--- config.mk ---
export PLATFORM = sky130hd
export DESIGN_NAME = spi_slave_if
export DESIGN_NICKNAME = d
export VERILOG_FILES = /design/src/rtl/spi_slave_if.sv
export SDC_FILE = /design/constraint.sdc
export NUM_CORES = 1
export LEC_CHECK = 0
export BUFFER_PORTS_ARGS = -buffer_cell sky130_fd_sc_hd__buf_2
export CAP_MARGIN = 20
export CORE_MARGIN = 5
export CORE_UTILIZATION = 45
export CTS_CLUSTER_SIZE = 24
export DETAILED_ROUTE_END_ITERATION = 8
export PLACE_DENSITY_LB_ADDON = 0.1
export SLEW_MARGIN = 5
export SYNTH_ARGS = -nofsm -noshare
export SYNTH_HDL_FRONTEND = slang
export SYNTH_SLANG_ARGS = --single-unit
--- constraint.sdc ---
create_clock -name clk -period 2.44 [get_ports clk]
set_input_delay 0.488 -clock clk [delete_from_list [all_inputs] [get_ports clk]]
set_output_delay 0.488 -clock clk [all_outputs]
set_load 0.01 [all_outputs]
--- src/rtl/spi_slave_if.sv ---
// rtl/spi_slave_if.sv - SPI responder: oversampled {data,addr} frame receive, preloaded byte return on MISO
module spi_slave_if #(
  parameter int DATA_W = 8,
  parameter int ADDR_W = 4
) (
  input  logic              clk,
  input  logic              rst,
  input  logic              sclk_in,
  input  logic              cs_in,
  input  logic              mosi_in,
  output logic              miso_out,
  output logic              miso_oe_out,
  input  logic [DATA_W-1:0] tx_data_in,
  input  logic              tx_load_in,
  output logic              tx_busy_out,
  output logic              rx_valid_out,
  output logic [DATA_W-1:0] rx_data_out,
  output logic [ADDR_W-1:0] rx_addr_out,
  output logic              err_out
);

  localparam int FRAME_W = DATA_W + ADDR_W;
  // Sized so the saturation value FRAME_W+1 always fits.
  localparam int CNT_W = $clog2(FRAME_W + 2);
  localparam logic [CNT_W-1:0] CNT_FULL = CNT_W'(FRAME_W);
  localparam logic [CNT_W-1:0] CNT_SAT  = CNT_W'(FRAME_W + 1);

  localparam logic [0:0] S_IDLE  = 1'b0;
  localparam logic [0:0] S_SHIFT = 1'b1;

  logic [0:0]         state;
  logic               cs_s1, cs_s2, cs_s3;
  logic               sclk_s1, sclk_s2, sclk_s3;
  logic               mosi_s1, mosi_s2;
  logic [CNT_W-1:0]   cnt;
  logic [DATA_W-1:0]  tx_shadow;
  logic [DATA_W-1:0]  tx_sr;
  logic [FRAME_W-1:0] rx_sr;

  logic cs_fall, cs_rise, sclk_rise, sclk_fall;

  always_comb begin
    cs_fall   = ~cs_s2 & cs_s3;
    cs_rise   = cs_s2 & ~cs_s3;
    sclk_rise = sclk_s2 & ~sclk_s3;
    sclk_fall = ~sclk_s2 & sclk_s3;
  end

  always_ff @(posedge clk) begin
    if (!rst) begin
      state        <= S_IDLE;
      cs_s1        <= 1'b0;
      cs_s2        <= 1'b0;
      cs_s3        <= 1'b0;
      sclk_s1      <= 1'b0;
      sclk_s2      <= 1'b0;
      sclk_s3      <= 1'b0;
      mosi_s1      <= 1'b0;
      mosi_s2      <= 1'b0;
      cnt          <= '0;
      tx_shadow    <= '0;
      tx_sr        <= '0;
      rx_sr        <= '0;
      miso_out     <= 1'b0;
      miso_oe_out  <= 1'b0;
      tx_busy_out  <= 1'b0;
      rx_valid_out <= 1'b0;
      rx_data_out  <= '0;
      rx_addr_out  <= '0;
      err_out      <= 1'b0;
    end else begin
      cs_s1   <= cs_in;
      cs_s2   <= cs_s1;
      cs_s3   <= cs_s2;
      sclk_s1 <= sclk_in;
      sclk_s2 <= sclk_s1;
      sclk_s3 <= sclk_s2;
      mosi_s1 <= mosi_in;
      mosi_s2 <= mosi_s1;

      rx_valid_out <= 1'b0;
      err_out      <= 1'b0;

      // A load racing the frame start would be half-applied, so it is dropped.
      if (tx_load_in && !tx_busy_out && !(state == S_IDLE && cs_fall))
        tx_shadow <= tx_data_in;

      case (state)
        S_IDLE: begin
          if (cs_fall) begin
            state       <= S_SHIFT;
            cnt         <= '0;
            tx_busy_out <= 1'b1;
            miso_oe_out <= 1'b1;
            tx_sr       <= tx_shadow;
            miso_out    <= tx_shadow[DATA_W-1];
          end
        end
        S_SHIFT: begin
          if (cs_rise) begin
            state       <= S_IDLE;
            tx_busy_out <= 1'b0;
            miso_oe_out <= 1'b0;
            miso_out    <= 1'b0;
            if (cnt == CNT_FULL) begin
              rx_valid_out <= 1'b1;
              rx_data_out  <= rx_sr[FRAME_W-1:ADDR_W];
              rx_addr_out  <= rx_sr[ADDR_W-1:0];
            end else begin
              err_out <= 1'b1;
            end
          end else begin
            if (sclk_rise) begin
              rx_sr <= {rx_sr[FRAME_W-2:0], mosi_s2};
              if (cnt != CNT_SAT)
                cnt <= cnt + CNT_W'(1);
            end
            if (sclk_fall) begin
              tx_sr    <= {tx_sr[DATA_W-2:0], 1'b0};
              miso_out <= tx_sr[DATA_W-2];
            end
          end
        end
        default: state <= S_IDLE;
      endcase
    end
  end

endmodule

==> results.yml <==
timing:
  tightestPinTransition_ns: 0.4557
  finalSetupViolCount: 0
  fmax_ghz: 0.6113
  hold_viol_final: 0
  fin_tns_setup_ns: 0
  period_needed_ns: 1.636
  slew_headroom_pct: 69.59
  rsz0062_at_grt: "false"
  fin_crit_sh_pct: 67.04
  clock_skew_ns: 0.008565
  slew_viol_final: 0
  hold-worst-slack_ns: 0.3832
cts:
  hold_buffers: 0
  clock_latency_ns: 0.31
  cts_root_buffer: "clkbuf_8"
  cts_tree: "done"
  clk_pin_slew_worst_paths_ns: 0.10
  numClockSinks: 56
  htree_levels: 2
  cts_resized: 0
  post-cts-setup-buffers: 0
  cts_inserted_buffers: 5
  cts_buffer_depth: 2
detailed_routing:
  routedWlPerCell_microns: 12.31
  drtPass1Iterations: 5
  wl_microns: 3778
  ant_nets: 0
  viasPerCell: 4.785
  drt_iter0_markers: 42
  num_vias: 1469
  drc: 0
power:
  ir_worst_vdd_mv: 0.4581
  power_mw: 1.652
  p_leak_nw: 1.096
  pwr_density_cell_nw_per_um2: 658.7
logic_synthesis:
  synth-edff-count: 0
  syn_inst: 211
  syn_avg_cell_area_sq_um: 10.55
  synth_warnings: 0
  ys_seq_area_share_pct: 50.37
  synth_ff_type: "dfxtp_1"
  async_flop_share_pct: 0
  synthesis.area_sq_um: 2226
  ys_ff_latch: 56
  synthesis.nets: 228
  yosysUniqueCellTypes: 39
cells_and_area:
  regArea_sq_um: 1121
  syn_to_final_growth_pct: 12.65
  n_antenna_cell: 0
  n_fill_cell: 460
  multi_input_area_sq_um: 980.9
  fin_nets: 256
  final_util_pct: 52.74
  drive_gt1_share_pct: 23.33
global_routing:
  grt-ovfl-total: 0
  grt_usage_pct: 12.46
  grt_max_degree: 24
  grt_pass1_vias: 1346
  grt_first_pass_wirelength_microns: 6306
  antenna_found_initial: 0
floorplan:
  rows: 25
  ios: 31
  die_y_microns: 80.33
  core_region_area_sq_um: 4755
  die_area_sq_um: 6453
  die_x_microns: 80.33
  start_util_pct: 46.82
place:
  gp_congestion: 0.7289
  io_buffer_count: 30
  hpwl_microns: 2619
critical_path:
  path_max_fanout: 14
  critPathArrivalTime_ns: 1.89
  worstSetupPathType: "reg -> reg"
  required_ns: 2.70
  start_kind: "flip-flop"
  cp-end-kind: "flip-flop"
run_status:
  status: "finished clean"
hold_path:
  hp-class: "in -> reg"
flow_run:
  max_cap_violations: 0
## final cells by class
type                            instances  area share (%)
Clock buffer                            5           2.745
Clock inverter                          3           1.697
Inverter                                6          0.8982
Multi-Input combinational cell        135           39.12
Sequential cell                        56           44.71
Tap cell                               67           3.343
Timing Repair Buffer                   35           7.485
## synthesized netlist by cell type, types with 3 or more instances
cell,count,area [sq um]
nand3_1,3,15.01
nor2_2,3,18.77
a211oi_2,6,75.07
mux2i_1,40,400.4
ha_1,3,37.54
dfxtp_1,56,1121
clkbuf_1,4,15.01
buf_4,4,30.03
nor2_1,42,157.7
nand2_1,4,15.01
and2_1,8,50.05
inv_1,5,18.77
## cell families after synthesis
kind of cell | count (synthesis) | synth area share, %
AND/OR/NAND/NOR | 74 | 16.53
flip-flops | 56 | 50.37
multiplexers | 40 | 17.99
buffers and inverters | 20 | 5.565
AO/OA/AOI/OAI | 18 | 7.870
adder cells (fa/ha/maj) | 3 | 1.687
## metal layers
| metal | share of wire, % | routed length [microns] | GRT usage [%] |
|---|---|---|---|
| met5 | 0 | 0 | 0 |
| met4 | 1.1 | 41 | 4.561 |
| met3 | 4.3 | 163 | 3.251 |
| met2 | 42 | 1599 | 18.05 |
| met1 | 52 | 1974 | 17.65 |
## worst max-delay path: stages, from the launching register on
cell      delay [ns]
dfxtp_1         0.37
nand2b_1        0.30
nand3_2         0.44
nor4_1          0.37
a21o_1          0.11
## metrics by stage
step | setup slack (ns) | area, sq um | cells
2_1_floorplan | 0.9007 | 2226 | 211
3_3_place_gp | 0.8213 | 2396 | 299
3_5_place_dp | 0.8219 | 2396 | 299
4_1_cts | 0.7943 | 2507 | 307
5_1_grt | 0.6749 | 2507 | 307
6_report | 0.8042 | 2507 | 307
## cells in the final DEF (no fill, tap or decap), drive strengths merged, types with 3 or more instances in the layout
master	count
buf	35
mux2i	40
clkbuf	5
and2	8
a211oi	6
nand3	4
nand2	4
dfxtp	56
inv	6
nor2	45
ha	3
## report_power, final
part	leakage, nW	switching, mW	internal [mW]
clock network	0.0541	0.296	0.304
registers	0.455	0.0138	0.936
logic	0.587	0.0550	0.0467
## worst paths after layout
kind | slack (ns) | endpoint | start | cells past startpoint
max | 0.80 | cnt[3] | cs_s3 | 4
min | 0.38 | cs_s1 | cs_in | 2
max reg2reg | 0.80 | cnt[3] | cs_s3 | 4
min reg2reg | 0.44 | sclk_s2 | sclk_s1 | 1
## state kept, by name, indices dropped and copies added, names as in the netlist, 4 cells and up
name         count
rx_sr           12
rx_data_out      8
tx_shadow        8
tx_sr            7
cnt              4
rx_addr_out      4
No activity file was read; power rests on OpenSTA's default activity.
